[src/rtl/w_ptr_full.sv]
// Write-domain half of the async FIFO pointer logic: Gray/binary write pointer,
// full and almost-full flags, fill level and overflow diagnostics.
module w_ptr_full #(
  parameter int ADDR_WIDTH = 4,
  parameter int AF_THRESH  = 12,
  parameter int DROP_W     = 8
) (
  input  logic                  w_clk,
  input  logic                  w_rst_n,
  input  logic                  w_en,
  input  logic [ADDR_WIDTH:0]   w_q2_rptr,
  input  logic                  ovf_clr,
  output logic [ADDR_WIDTH:0]   w_ptr,
  output logic [ADDR_WIDTH-1:0] w_addr,
  output logic                  w_we,
  output logic                  full,
  output logic                  almost_full,
  output logic [ADDR_WIDTH:0]   w_level,
  output logic                  overflow,
  output logic [DROP_W-1:0]     drop_cnt
);

  localparam logic [ADDR_WIDTH:0] AF_LEVEL  = (ADDR_WIDTH+1)'(AF_THRESH);
  // One full lap ahead of the read pointer shows up in Gray code as the top
  // two bits inverted and the rest equal.
  localparam logic [ADDR_WIDTH:0] FULL_MASK = {2'b11, {(ADDR_WIDTH-1){1'b0}}};
  localparam logic [DROP_W-1:0]   DROP_ONE  = {{(DROP_W-1){1'b0}}, 1'b1};

  logic [ADDR_WIDTH:0] w_bin;
  logic [ADDR_WIDTH:0] bin_next;
  logic [ADDR_WIDTH:0] gray_next;
  logic [ADDR_WIDTH:0] rbin;
  logic [ADDR_WIDTH:0] level_next;
  logic                full_next;
  logic                blocked;

  assign w_we       = w_en & ~full;
  assign blocked    = w_en & full;
  assign w_addr     = w_bin[ADDR_WIDTH-1:0];
  assign bin_next   = w_bin + {{ADDR_WIDTH{1'b0}}, w_we};
  assign gray_next  = (bin_next >> 1) ^ bin_next;
  assign full_next  = (gray_next == (w_q2_rptr ^ FULL_MASK));
  assign level_next = bin_next - rbin;

  always_comb begin
    rbin = '0;
    for (int i = 0; i <= ADDR_WIDTH; i++) begin
      rbin[i] = ^(w_q2_rptr >> i);
    end
  end

  // Flags are computed from the next pointer so they land on the same edge
  // that commits the write.
  always_ff @(posedge w_clk) begin
    if (!w_rst_n) begin
      w_bin       <= '0;
      w_ptr       <= '0;
      full        <= 1'b0;
      almost_full <= 1'b0;
      w_level     <= '0;
    end else begin
      w_bin       <= bin_next;
      w_ptr       <= gray_next;
      full        <= full_next;
      almost_full <= (level_next >= AF_LEVEL);
      w_level     <= level_next;
    end
  end

  // A clear coinciding with a blocked write restarts the count at that event.
  always_ff @(posedge w_clk) begin
    if (!w_rst_n) begin
      overflow <= 1'b0;
      drop_cnt <= '0;
    end else if (ovf_clr) begin
      overflow <= blocked;
      drop_cnt <= blocked ? DROP_ONE : '0;
    end else if (blocked) begin
      overflow <= 1'b1;
      if (drop_cnt != '1) begin
        drop_cnt <= drop_cnt + DROP_ONE;
      end
    end
  end

endmodule

[config.mk]
export PLATFORM = sky130hd
export DESIGN_NAME = w_ptr_full
export DESIGN_NICKNAME = d
export VERILOG_FILES = /design/src/rtl/w_ptr_full.sv
export SDC_FILE = /design/constraint.sdc
export NUM_CORES = 1
export LEC_CHECK = 0
export CORE_MARGIN = 2
export CORE_UTILIZATION = 61
export DETAILED_ROUTE_END_ITERATION = 8
export DONT_BUFFER_PORTS = 1
export GPL_ROUTABILITY_DRIVEN = 0
export PLACE_DENSITY = 0.81
export SYNTH_ARGS = -nofsm -noshare
export SYNTH_HDL_FRONTEND = slang
export SYNTH_SLANG_ARGS = --single-unit
[constraint.sdc]
create_clock -name w_clk -period 3.2 [get_ports w_clk]
set_input_delay 0.32 -clock w_clk [delete_from_list [all_inputs] [get_ports w_clk]]
set_output_delay 0.32 -clock w_clk [all_outputs]
set_load 0.01 [all_outputs]
* Word-level counts from Yosys, hierarchy flattened *
Cells that the tools add are included.

operators by class
  add/sub/neg operators = 3
  muxes and demuxes = 6
  $lt $le $gt $ge = 1
  equality and inequality tests = 2
  bitwise gates (word level) = 5
  reduce and logical (&&, ||, !) cells = 8

operator list
  kind                 number
  $reduce_xor 5->1     5
  $mux 8               3
  $add 8x1->8 const B  1
  $ne 8x8->1 const B   1
  $add 5x1->5          1
  $eq 5x5->1           1
  $ge 5x4->1 const B   1
  $sub 5x5->5          1
  $xor 4x5->5          1
  $reduce_bool 2->1    2
  $mux 1               3
  $and 1x1->1          2
  $not 2->2            1
  $reduce_and 2->1     1
  $not 1->1            1

storage, ports and cells
  word-level logic and storage cells = 32
  bits in registers = 26
  output and inout bits = 26

* Longest topological paths before layout *
Gate-level depths: netlist of the first run.

  word-level depth = 5
  gate-level depth with buffers = 11

* Worst setup path after synthesis of the first run *
OpenSTA, ideal clock, no wires.

  path type = register to register
  start point = register full
  end point = register almost_full
  buffers on the path = 0
  period minus slack after synthesis = 2.395 ns
  data arrival time = 2.281 ns
  setup slack = 0.805 ns
  setup time = 0.114 ns
  stages on the path, launching flop included = 11
  cells stage by stage = dfxtp_1 nor2b_4 and2_1 ha_1 xor2_2 ha_1 nand2b_1 nor3_1 a2111oi_0 nand2_1 a21o_1

between the ends
  longest elaborated chain between the ends = 5

RTL lines
  element                 RTL line  text
  from (decl)             16        output logic full,
  from (signal assigned)  64        full <= full_next;
  $not 1->1               37        assign w_we = w_en & ~full;
  $and 1x1->1             37
  named net w_we          15        output logic w_we,
  $add 5x1->5             40        assign bin_next = w_bin + {{ADDR_WIDTH{1'b0}}, w_we};
  named net bin_next[2]   30        logic [ADDR_WIDTH:0] bin_next;
  $sub 5x5->5             43        assign level_next = bin_next - rbin;
  $ge 5x4->1              65        almost_full <= (level_next >= AF_LEVEL);
  to (signal assigned)    65
  to (decl)               17        output logic almost_full,

The timed path passes the listed nets, and every way through them passes these cells.
A chain may end at the register's enable or synchronous reset.

* Worst setup path in the final report of the first run *
  start point = register full
  end point = register almost_full

between the ends
  longest elaborated chain between the ends = 5

RTL lines
  element         RTL line
  $not 1->1       37
  $and 1x1->1     37
  named net w_we  15
  $add 5x1->5     40
  $sub 5x5->5     43
  $ge 5x4->1      65

The timed path passes the listed nets, and every way through them passes these cells.

==> results of run 1 <==
-- Yosys cell counts, types with 2 or more instances --
library cell / n
and3_1: 2
xnor2_2: 3
nand2_1: 9
ha_1: 6
xor2_1: 3
mux2i_1: 4
a2111oi_2: 2
clkbuf_1: 2
nand2b_1: 5
and2_1: 5
nor2_1: 15
inv_1: 5
o21bai_1: 2
or2_2: 3
a31oi_1: 3
a21oi_1: 9
dfxtp_1: 25
xnor2_1: 13
nor3_1: 4
nand3_1: 4
-- per-stage QoR --
stage / instances / hold WS [ns] / total power, uW
after global placement: 163 / 0.444 / 508
after detailed placement: 163 / 0.446 / 513
final: 167 / 0.114 / 644
after floorplan: 138 / 0.493 / 487
after CTS: 167 / 0.107 / 648
after global routing: 167 / 0.0935 / 682
-- state kept, by name, summed over array words and instances (netlist names) --
name / cells
full: 1
w_ptr: 5
overflow: 1
drop_cnt: 8
w_bin: 4
almost_full: 1
w_level: 5
-- cells in the final DEF, fill, tap and decap left out, types with 2 or more instances in the layout --
cell type	n
dfxtp_1	25
nand2_1	9
clkbuf_4	3
nand3_1	4
nor2_1	15
xor2_1	3
a2111oi_2	2
a21oi_1	9
xnor2_1	13
xnor2_2	3
ha_1	6
nand2b_1	5
and2_1	5
mux2i_1	4
and3_1	2
inv_1	5
or2_2	3
a31oi_1	3
o21bai_1	2
nor3_1	4
-- logic make-up (layout without fill, tap and decap cells) --
| group | after synthesis | after routing | synth area share (%) |
|---|---|---|---|
| AOI/OAI and AO/OA | 21 | 21 | 11.2 |
| muxes | 4 | 4 | 3.08 |
| buffers and inverters | 7 | 9 | 2.02 |
| adders and majority gates | 6 | 6 | 5.77 |
| xor gates and xnor gates | 21 | 21 | 17.8 |
| DFF | 25 | 25 | 38.5 |
| and+or+nand+nor | 54 | 54 | 21.6 |
-- worst reg2reg max path: cells and delay by family, from the launching register on --
family	cells	cell delay, ns
AO/OA/AOI/OAI	2	0.73
XOR/XNOR	1	0.42
adder cells (fa/ha/maj)	1	0.37
buffers and inverters	1	0.10
flip-flops	1	0.41
AND/OR/NAND/NOR	5	0.68
-- path summary, 6_finish.rpt --
check / start / endpoint / slack (ns) / depth (start not counted)
setup / recovery: full$_SDFF_PN0_ / almost_full$_SDFF_PN0_ / 0.40 / 10
hold / removal: w_rst_n / w_ptr[0]$_SDFF_PN0_ / 0.11 / 1
setup reg to reg: full$_SDFF_PN0_ / almost_full$_SDFF_PN0_ / 0.40 / 10
hold reg to reg: overflow$_SDFFE_PN0P_ / overflow$_SDFFE_PN0P_ / 0.53 / 2
-- layer usage --
layer / part of all wire [%] / GRT usage [%] / vias to the layer above
met5: 0 / 0 / -
met4: 1.8 / 8.80 / 0
met3: 6.5 / 7.14 / 7
met2: 52 / 38.8 / 26
met1: 40 / 23.9 / 458
li1: - / - / 476
-- report_power, final --
| group | leakage, uW | switching, uW | internal (uW) |
|---|---|---|---|
| logic | 0.000313 | 78.6 | 65.8 |
| registers | 0.000204 | 25.8 | 338 |
| clock network | 0.0000177 | 88.9 | 46.8 |
-- area by class of cell --
class	instances	area share (%)
Multi-Input combinational cell	106	57.2
Sequential cell	25	36.9
Tap cell	27	2.49
Clock buffer	3	1.66
Inverter	5	1.39
Clock inverter	1	0.369
==> results.md, run 1 <==
* Hold crit path type: primary input to flip-flop
* Leak Pwr at 0.000535 uW
* Iter 0 DRT Violations at 24
* Area growth, synth to finish at 4.13%
* WP buf/inv at 1
* DP Worst Slack at 0.497 ns
* CTS clk-pin slew, worst paths at 0.13 ns
* Setup Fix Bufs, Post-CTS at 0
* Routed length per instance at 14.9 um
* Die Width at 50.2 um
* Slew Viols, Final at 0
* Worst slew margin at 60.6%
* Yosys cell types at 34
* Required time worst endpoint at ~3.4 ns
* Total gr overflow at 0
* Total track usage at 21.9%
* Yosys warns at 0
* Clock Tree Buf Depth at 2
* Post-layout worst setup margin at approximately 0.4 ns
* ANT cells at 0
* H-tree depth at 1
* Arrival time worst endpoint at ~3.0 ns
* Slew @ Worst Pin at 0.575 ns
* TNS Setup at 0 ns
* Ys flop type: dfxtp_1
* Tmin final at 2.80 ns
* Final Skew at about 0.0042 ns
* Largest net degree at the start of global routing at 15
* Antenna Violating Nets Remaining at 0
* Post-Syn Area at 1300 sq um
* NumNets Final at 156
* Final design utilization at 68.4%
* Async S/R FF share, synth at 0%
* Sequential fraction of the synthesis area at 38.5%
* DP HPWL at 1.96 mm
* # DRC at 0
* Mean Syn Cell Area at ~9.4 sq um
* Setup CP Type: flip-flop to flip-flop
* Fmax achieved at around 360 MHz
* Unrepaired setup endpoints after global routing: no
* Period utilization at 87.5%
* First-pass GRT wire length at 4.26 mm
* Total core area at 1980 sq um
* DRT Wirelength at 2.50 mm
* Fraction of layout cells with a size suffix above 1 at 12.1%
* CP delay by family, top: compound AO/OA/AOI/OAI gates
* Power per cell area at 475 nW/um^2
* Final Hold Vio Count at 0
* CTS tree: yes
* Fill cell count at 154
* Die H at 50.2 um
* Register Area at 500 sq um
* Avg Vias per Cell at 5.79
* Synth area leader: dfxtp_1
* CP max stage delay at 0.56 ns
* Clk sink count at 25
* Cell at the slowest stage of the critical path: a2111oi_0
* Syn Nets at 153
* Buffers added on ports at 0
* Clk_lat worst skew at 0.32 ns
* Post-synth EDFFs at 0
* DP Area at between 1000 and 1500 sq um
* Max-cap violations at 0
* Area share of the largest cell type after synthesis at 38.5%
* Finish-stage setup viols at 0
* FP Rows at 16
* Maximum vdd ir drop at between 0.3 and 0.4 mV
* Boundary pin count at 35
* Initial core utilization at 65.7%
* Initial antenna violation count at 0
* Worst Path Max Fanout at 7
* Post-CTS Hold Fix Bufs at 0
* Status: finished, final reports clean
* Multi-input gate area at 774 sq um
* Vias in the first global route at 980
* Mapped Cells at 138
* CP Capture Type: flip-flop
* Pre-Repair DR Iteration Count at 4
* Full die area at 2520 sq um
* Final Cell Area at 1360 sq um
* Via total after detailed routing at 967
* Num CTS Buffers at 3
* Critical-path cell list: nor2b_4 -> nand4_1 -> xor2_1 -> inv_1 -> ha_1 -> nand2b_1 -> nor3_1 -> a2111oi_0 -> nand2_1 -> a21o_1
* Ranking of synthesized cells by area: dfxtp_1, xnor2_1, ha_1
* Post-CTS Resized at 0
* CTS root buffer: clkbuf_4
* Register bit total from synthesis at 25
* Startpoint Class: flip-flop
Power figures use the tool's default switching activity.
==> inputs of run 2 (changes only) <==
clock period = 3.6 ns   (was 3.2 ns; I/O delays follow)
==> run 2 against run 1 <==
Maximum frequency grew 2.2%. Register-to-register slack gained 0.46 ns. Largest cell class unchanged. Highest routed layer unchanged. Largest power group unchanged. Global-route usage shrank 0.62 points.
==> results.md, run 2 (same netlist as run 1, synthesis figures left out) <==
* CTS root buffer: clkbuf_4
* Crit path top cell by count: ha_1
* H-tree depth at 1 (unchanged)
* Via total after detailed routing at 960 (-0.72%)
* TNS Setup at 0 ns (unchanged)
* Commonest non-fill, non-tap cell in the layout: dfxtp_1
* Full die area at 2520 sq um (unchanged)
* Maximum vdd ir drop at 0.295 mV (-5.3%)
* Largest net degree at the start of global routing at 15 (unchanged)
* Required time worst endpoint at 3.83 ns (+0.40 ns)
* Final design utilization at 68.4% (unchanged)
* Leak Pwr at 0.000535 uW (unchanged)
* First-pass GRT wire length at 4.13 mm (-2.9%)
* Largest regs: drop_cnt x8, w_level x5, w_ptr x5
* DP HPWL at 1.96 mm (about the same)
* P_sw at 174 uW (-10%)
* WP buf/inv at 0 (-1)
* Fill cell count at 170 (+10%)
* Unrepaired setup endpoints after global routing: no
* Fmax achieved at 365 MHz (+2.2%)
* Internal at 400 uW (-11%)
* Startpoint Class: flip-flop
* DP Worst Slack at 0.916 ns (+0.419 ns)
* Post-CTS Hold Fix Bufs at 0 (unchanged)
* Total gr overflow at 0 (unchanged)
* Initial antenna violation count at 0 (unchanged)
* Fraction of layout cells with a size suffix above 1 at 12.1% (unchanged)
* Period utilization at 76.1% (-11 points)
* CP delay by family, top: compound AO/OA/AOI/OAI gates
* Buffers added on ports at 0 (unchanged)
* Arrival time worst endpoint at 2.97 ns (-0.06 ns)
* R2r setup slk at 0.86 ns (+0.46 ns)
* Status: finished, final reports clean
* Power per cell area at 424 nW/um^2 (-11%)
* Sw Ratio at 30.3% (+0.27 points)
* CP max stage delay at 0.50 ns (-0.06 ns)
* Initial core utilization at 65.7% (unchanged)
* Final Hold Vio Count at 0 (unchanged)
* Slew Viols, Final at 0 (unchanged)
* Hold Path Sink: w_ptr[0]$_SDFF_PN0_
* Total track usage at 21.3% (-0.62 points)
* Vias in the first global route at 936 (-4.5%)
* # DRC at 0 (unchanged)
* Hold crit path type: primary input to flip-flop
* Max-cap violations at 0 (unchanged)
* Iter 0 DRT Violations at 20 (-17%)
* R2r endpoint: almost_full$_SDFF_PN0_
* Die H at 50.2 um (unchanged)
* Setup CP Type: flip-flop to flip-flop
* Final Skew at 0.00545 ns (+0.00127 ns)
* Post-layout worst setup margin at 0.861 ns (+0.459 ns)
* Total power draw at 574 uW (-11%)
* Clock Tree Buf Depth at 2 (unchanged)
* Clk sink count at 25 (unchanged)
* Area growth, synth to finish at 4.13% (unchanged)
* Critical-path cell list: nor2b_4 -> and2_1 -> ha_1 -> xor2_2 -> ha_1 -> nand2b_1 -> nor3_1 -> a2111oi_0 -> nand2_1 -> a21o_1
* Tmin final at 2.74 ns (-0.0595 ns)
* Setup Fix Bufs, Post-CTS at 0 (unchanged)
* Clk_lat worst skew at 0.32 ns (about the same)
* Total core area at 1980 sq um (unchanged)
* Cell at the slowest stage of the critical path: a2111oi_0
* Num CTS Buffers at 3 (unchanged)
* Post-CTS Resized at 0 (unchanged)
* Commonest non-fill, non-tap cells in the layout: dfxtp_1, nor2_1, xnor2_1
* Boundary pin count at 35 (unchanged)
* Worst slew margin at 61.9% (+1.2 points)
* Die Width at 50.2 um (unchanged)
* Avg Vias per Cell at 5.75 (-0.72%)
* Slew @ Worst Pin at 0.557 ns (-0.0181 ns)
* Number of flip-flops in the largest register at 8 (unchanged)
* Sequential Power Share at 56.4% (about the same)
* DRT Wirelength at 2.47 mm (-0.84%)
* Hold path start: w_rst_n
* Register bank with the most flops: drop_cnt
* NumNets Final at 156 (unchanged)
* Finish-stage setup viols at 0 (unchanged)
* CP Capture Type: flip-flop
* Cells on worst reg2reg path at 10 (unchanged)
* Routed length per instance at 14.8 um (-0.84%)
* FP Rows at 16 (unchanged)
* Hold path depth at 1 (unchanged)
* Pre-Repair DR Iteration Count at 4 (unchanged)
* CTS clk-pin slew, worst paths at 0.13 ns (about the same)
* Reg-to-reg critical path startpoint: full$_SDFF_PN0_
* Fin Hold WS at 0.154 ns (+0.0404 ns)
* CTS tree: yes
* Worst Path Max Fanout at 6 (-1)
* Part of the power in combinational logic at 22.2% (-0.2 points)
* Antenna Violating Nets Remaining at 0 (unchanged)
* Clk pwr share at 21.4% (+0.3 points)
* ANT cells at 0 (unchanged)
[run 2: cell counts in the layout (fill, tap and decap cells not counted)]
Identical to the previous run, type by type.
[run 2: power by group through the flow]
stage,combinational [uW],clock (uW),sequential [uW]
3_5_place_dp,125,0,331
4_1_cts,127,125,325
2_1_floorplan,106,0,327
6_report,127,123,324
5_1_grt,142,134,326
3_3_place_gp,121,0,330
[run 2: worst max path at each step]
stage | from | endpoint | slack (ns) | cells past startpoint
floorplan | full$_SDFF_PN0_ | almost_full$_SDFF_PN0_ | 1.20 | 10
global placement | full$_SDFF_PN0_ | almost_full$_SDFF_PN0_ | 1.03 | 10
detailed placement | full$_SDFF_PN0_ | almost_full$_SDFF_PN0_ | 0.92 | 10
CTS | full$_SDFF_PN0_ | almost_full$_SDFF_PN0_ | 0.90 | 10
global route | full$_SDFF_PN0_ | almost_full$_SDFF_PN0_ | 0.61 | 10
finish | full$_SDFF_PN0_ | almost_full$_SDFF_PN0_ | 0.86 | 10
[run 2: area by class of cell]
type / count / area (sq um) / area share [%]
clock buffers: 3 / 22.5 / 1.66
clock inverters: 1 / 5.00 / 0.369
well taps: 27 / 33.8 / 2.49
inverters: 5 / 18.8 / 1.39
multi-input cells: 106 / 774 / 57.2
flip-flops and latches: 25 / 500 / 36.9
[run 2: worst register-to-register path, stage by stage, from the launching register on]
cell	delay [ns]
dfxtp_1	0.48
nor2b_4	0.10
and2_1	0.17
ha_1	0.22
xor2_2	0.33
ha_1	0.36
nand2b_1	0.14
nor3_1	0.07
a2111oi_0	0.50
nand2_1	0.12
a21o_1	0.17
[run 2: layer usage]
layer  wire length (um)  GRT usage, %  part of all wire (%)
met3                166          4.46                   6.7
met2               1280          37.9                    52
met5                  0             0                     0
met4                 42          8.33                   1.7
met1                987          24.7                    40
[run 2: metrics by stage]
stage / instance area (sq um) / cells
4_1_cts: 1360 / 167
3_5_place_dp: 1330 / 163
2_1_floorplan: 1300 / 138
5_1_grt: 1360 / 167
3_3_place_gp: 1330 / 163
6_report: 1360 / 167
==> inputs of run 3 (changes only) <==
CORE_ASPECT_RATIO = 0.6   (was not set)
CORE_UTILIZATION = 55   (was 61)
PLACE_DENSITY = 0.77   (was 0.81)
clock period = 2.4 ns   (was 3.6 ns; I/O delays follow)
==> run 3 against run 2 <==
Count of clock-buffer cells in the layout unchanged. Wire length grew 18%. First-iteration DRC count grew to 3.2 times the previous value. Largest power group unchanged. Non-clock buffer count is 10 higher. Hold slack worse by 0.069 ns.
==> results.md, run 3 (same netlist as run 1, synthesis figures left out) <==
* DP HPWL at 2.21 mm (+13%)
* Hold path depth at 1 (unchanged)
* Initial core utilization at 59.3% (-6.4 points)
* R2r endpoint: almost_full$_SDFF_PN0_
* Register Area at 500 sq um (unchanged)
* Reg-to-reg critical path startpoint: full$_SDFF_PN0_
* Avg Vias per Cell at 5.82 (+1.3%)
* CTS clk-pin slew, worst paths at 0.09 ns (-0.04 ns)
* Worst Path Max Fanout at 5 (-1)
* Grt met1 use at 29.5% (+4.9 points)
* Hold crit path type: primary input to flip-flop
* Hold Path Sink: w_ptr[0]$_SDFF_PN0_
* R2r setup slk at 0.13 ns (-0.73 ns)
* Largest regs: drop_cnt x8, w_level x5, w_ptr x5
* Clk sink count at 25 (unchanged)
* # DRC at 0 (unchanged)
* Finish-stage setup viols at 0 (unchanged)
* Grt peak-use layer: met2
* Leak Pwr at 0.000593 uW (+11%)
* NumNets Final at 166 (+6.4%)
* Worst slew margin at 74.5% (+13 points)
* Clock Tree Buf Depth at 2 (unchanged)
* GRT met3 Usage at 8.67% (+4.2 points)
* Die Width at 66.8 um (+33%)
* Clk_lat worst skew at 0.27 ns (-0.05 ns)
* Register bank with the most flops: drop_cnt
* Slew @ Worst Pin at 0.380 ns (-0.177 ns)
* Initial antenna violation count at 0 (unchanged)
* Num CTS Buffers at 3 (unchanged)
* Buffers added on ports at 0 (unchanged)
* Number of flip-flops in the largest register at 8 (unchanged)
* Largest net degree at the start of global routing at 15 (unchanged)
* Vias in the first global route at 1020 (+9.0%)
* CP Capture Type: flip-flop
* Startpoint Class: flip-flop
* Tmin final at 2.27 ns (-0.469 ns)
* Period utilization at 94.6% (+19 points)
* Power per cell area at 656 nW/um^2 (+55%)
* Max-cap violations at 0 (unchanged)
* Final Hold Vio Count at 0 (unchanged)
* Multi-input gate area at 791 sq um (+2.1%)
* Area growth, synth to finish at 12.9%
* Fmax achieved at 441 MHz (+21%)
* Slew Viols, Final at 0 (unchanged)
* Crit path top cell by count: ha_1
* Hold path start: w_rst_n
* ANT cells at 0 (unchanged)
* Full die area at 2780 sq um (+11%)
* Required time worst endpoint at 2.62 ns (-1.21 ns)
* Critical-path cell list: nor2b_4 -> and2_1 -> ha_1 -> inv_1 -> xnor2_1 -> ha_1 -> a21oi_1 -> o21bai_1 -> a41oi_2 -> mux2i_1 -> a21o_1
* First-pass GRT wire length at 4.75 mm (+15%)
* Total gr overflow at 0 (unchanged)
* Total core area at 2200 sq um (+11%)
* Final design utilization at 66.9% (-1.5 points)
* Status: finished, final reports clean
* Cells on worst reg2reg path at 11 (+1)
* Boundary pin count at 35 (unchanged)
* Total track usage at 22.9% (+1.6 points)
* Post-CTS Hold Fix Bufs at 0 (unchanged)
* Via total after detailed routing at 1048 (+9.2%)
* Setup CP Type: flip-flop to flip-flop
* H-tree depth at 1 (unchanged)
* Cell at the slowest stage of the critical path: dfxtp_1
* Final Skew at 0.00255 ns (-0.00291 ns)
* DRT Wirelength at 2.92 mm (+18%)
* Arrival time worst endpoint at 2.49 ns (-0.48 ns)
* Commonest non-fill, non-tap cells in the layout: dfxtp_1, nor2_1, xnor2_1
* Maximum vdd ir drop at 0.395 mV (+34%)
* CTS tree: yes
* Fill cell count at 170 (unchanged)
* Fin Hold WS at 0.0860 ns (-0.0685 ns)
* Iter 0 DRT Violations at 63 (+220%)
* Pre-Repair DR Iteration Count at 4 (unchanged)
* Antenna Violating Nets Remaining at 0 (unchanged)
* Die H at 41.7 um (-17%)
* Commonest non-fill, non-tap cell in the layout: dfxtp_1
* GRT met2 Usage at 36.6% (-1.3 points)
* FP Rows at 13 (-3)
* CTS root buffer: clkbuf_8
* TNS Setup at 0 ns (unchanged)
* Routed length per instance at 16.2 um (+9.4%)
* CP max stage delay at 0.38 ns (-0.12 ns)
* Fraction of layout cells with a size suffix above 1 at 20.0% (+7.9 points)
run 3: cell count changes in the layout (fill, tap and decap cells not counted), sizes merged:
cell,before,now
buf,0,10
run 3: power by group:
part           internal, uW  leakage (uW)  switching (uW)  total, uW
Sequential              451      0.000204            32.2        483
Combinational           108      0.000364             123        231
Clock                   116     0.0000255             133        249
Total                   675      0.000593             288        963
run 3: per-stage QoR:
stage                     std cells  total power [uW]  instance area (sq um)  setup slack (ns)
after floorplan                 138               649                   1300           0.00464
after global placement          175               693                   1400            0.0758
after detailed placement        175               702                   1400           -0.0726
after CTS                       179               957                   1450            0.0804
after global routing            180              1010                   1470          -0.00227
final                           180               963                   1470             0.130
run 3: layer usage:
metal	wire length, um	vias to the layer above
li1	-	500
met1	1360	500
met2	1280	44
met3	244	4
met4	27	0
met5	0	-
run 3: how the worst max path moves through the flow:
stage / startpoint / endpoint / slack [ns] / depth (start not counted)
4_1_cts: full$_SDFF_PN0_ / almost_full$_SDFF_PN0_ / 0.08 / 10
6_report: full$_SDFF_PN0_ / almost_full$_SDFF_PN0_ / 0.13 / 11
3_3_place_gp: full$_SDFF_PN0_ / almost_full$_SDFF_PN0_ / 0.08 / 10
2_1_floorplan: full$_SDFF_PN0_ / almost_full$_SDFF_PN0_ / 0.005 / 10
5_1_grt: full$_SDFF_PN0_ / almost_full$_SDFF_PN0_ / -0.002 / 11
3_5_place_dp: full$_SDFF_PN0_ / almost_full$_SDFF_PN0_ / -0.07 / 10
run 3: area by class of cell:
type                    count  area share, %
well taps                  30           2.56
multi-input cells         106           53.8
flip-flops and latches     25           34.1
clock buffers               3           2.81
inverters                   5           1.28
repair buffers             10           5.11
clock inverters             1          0.341
run 3: critical path, delay by kind of cell (launching register included):
kind,cells,cell delay (ns)
AO/OA/AOI/OAI,4,0.52
XOR/XNOR,1,0.11
adder cells (fa/ha/maj),2,0.53
buffers and inverters,1,0.20
flip-flops,1,0.38
multiplexers,1,0.25
AND/OR/NAND/NOR,2,0.22
run 3: timing repair:
action,CTS,global route
pin swaps,0,1
gates resized for setup,2,2
setup buffers,0,1
endpoints found under the setup margin,2,1
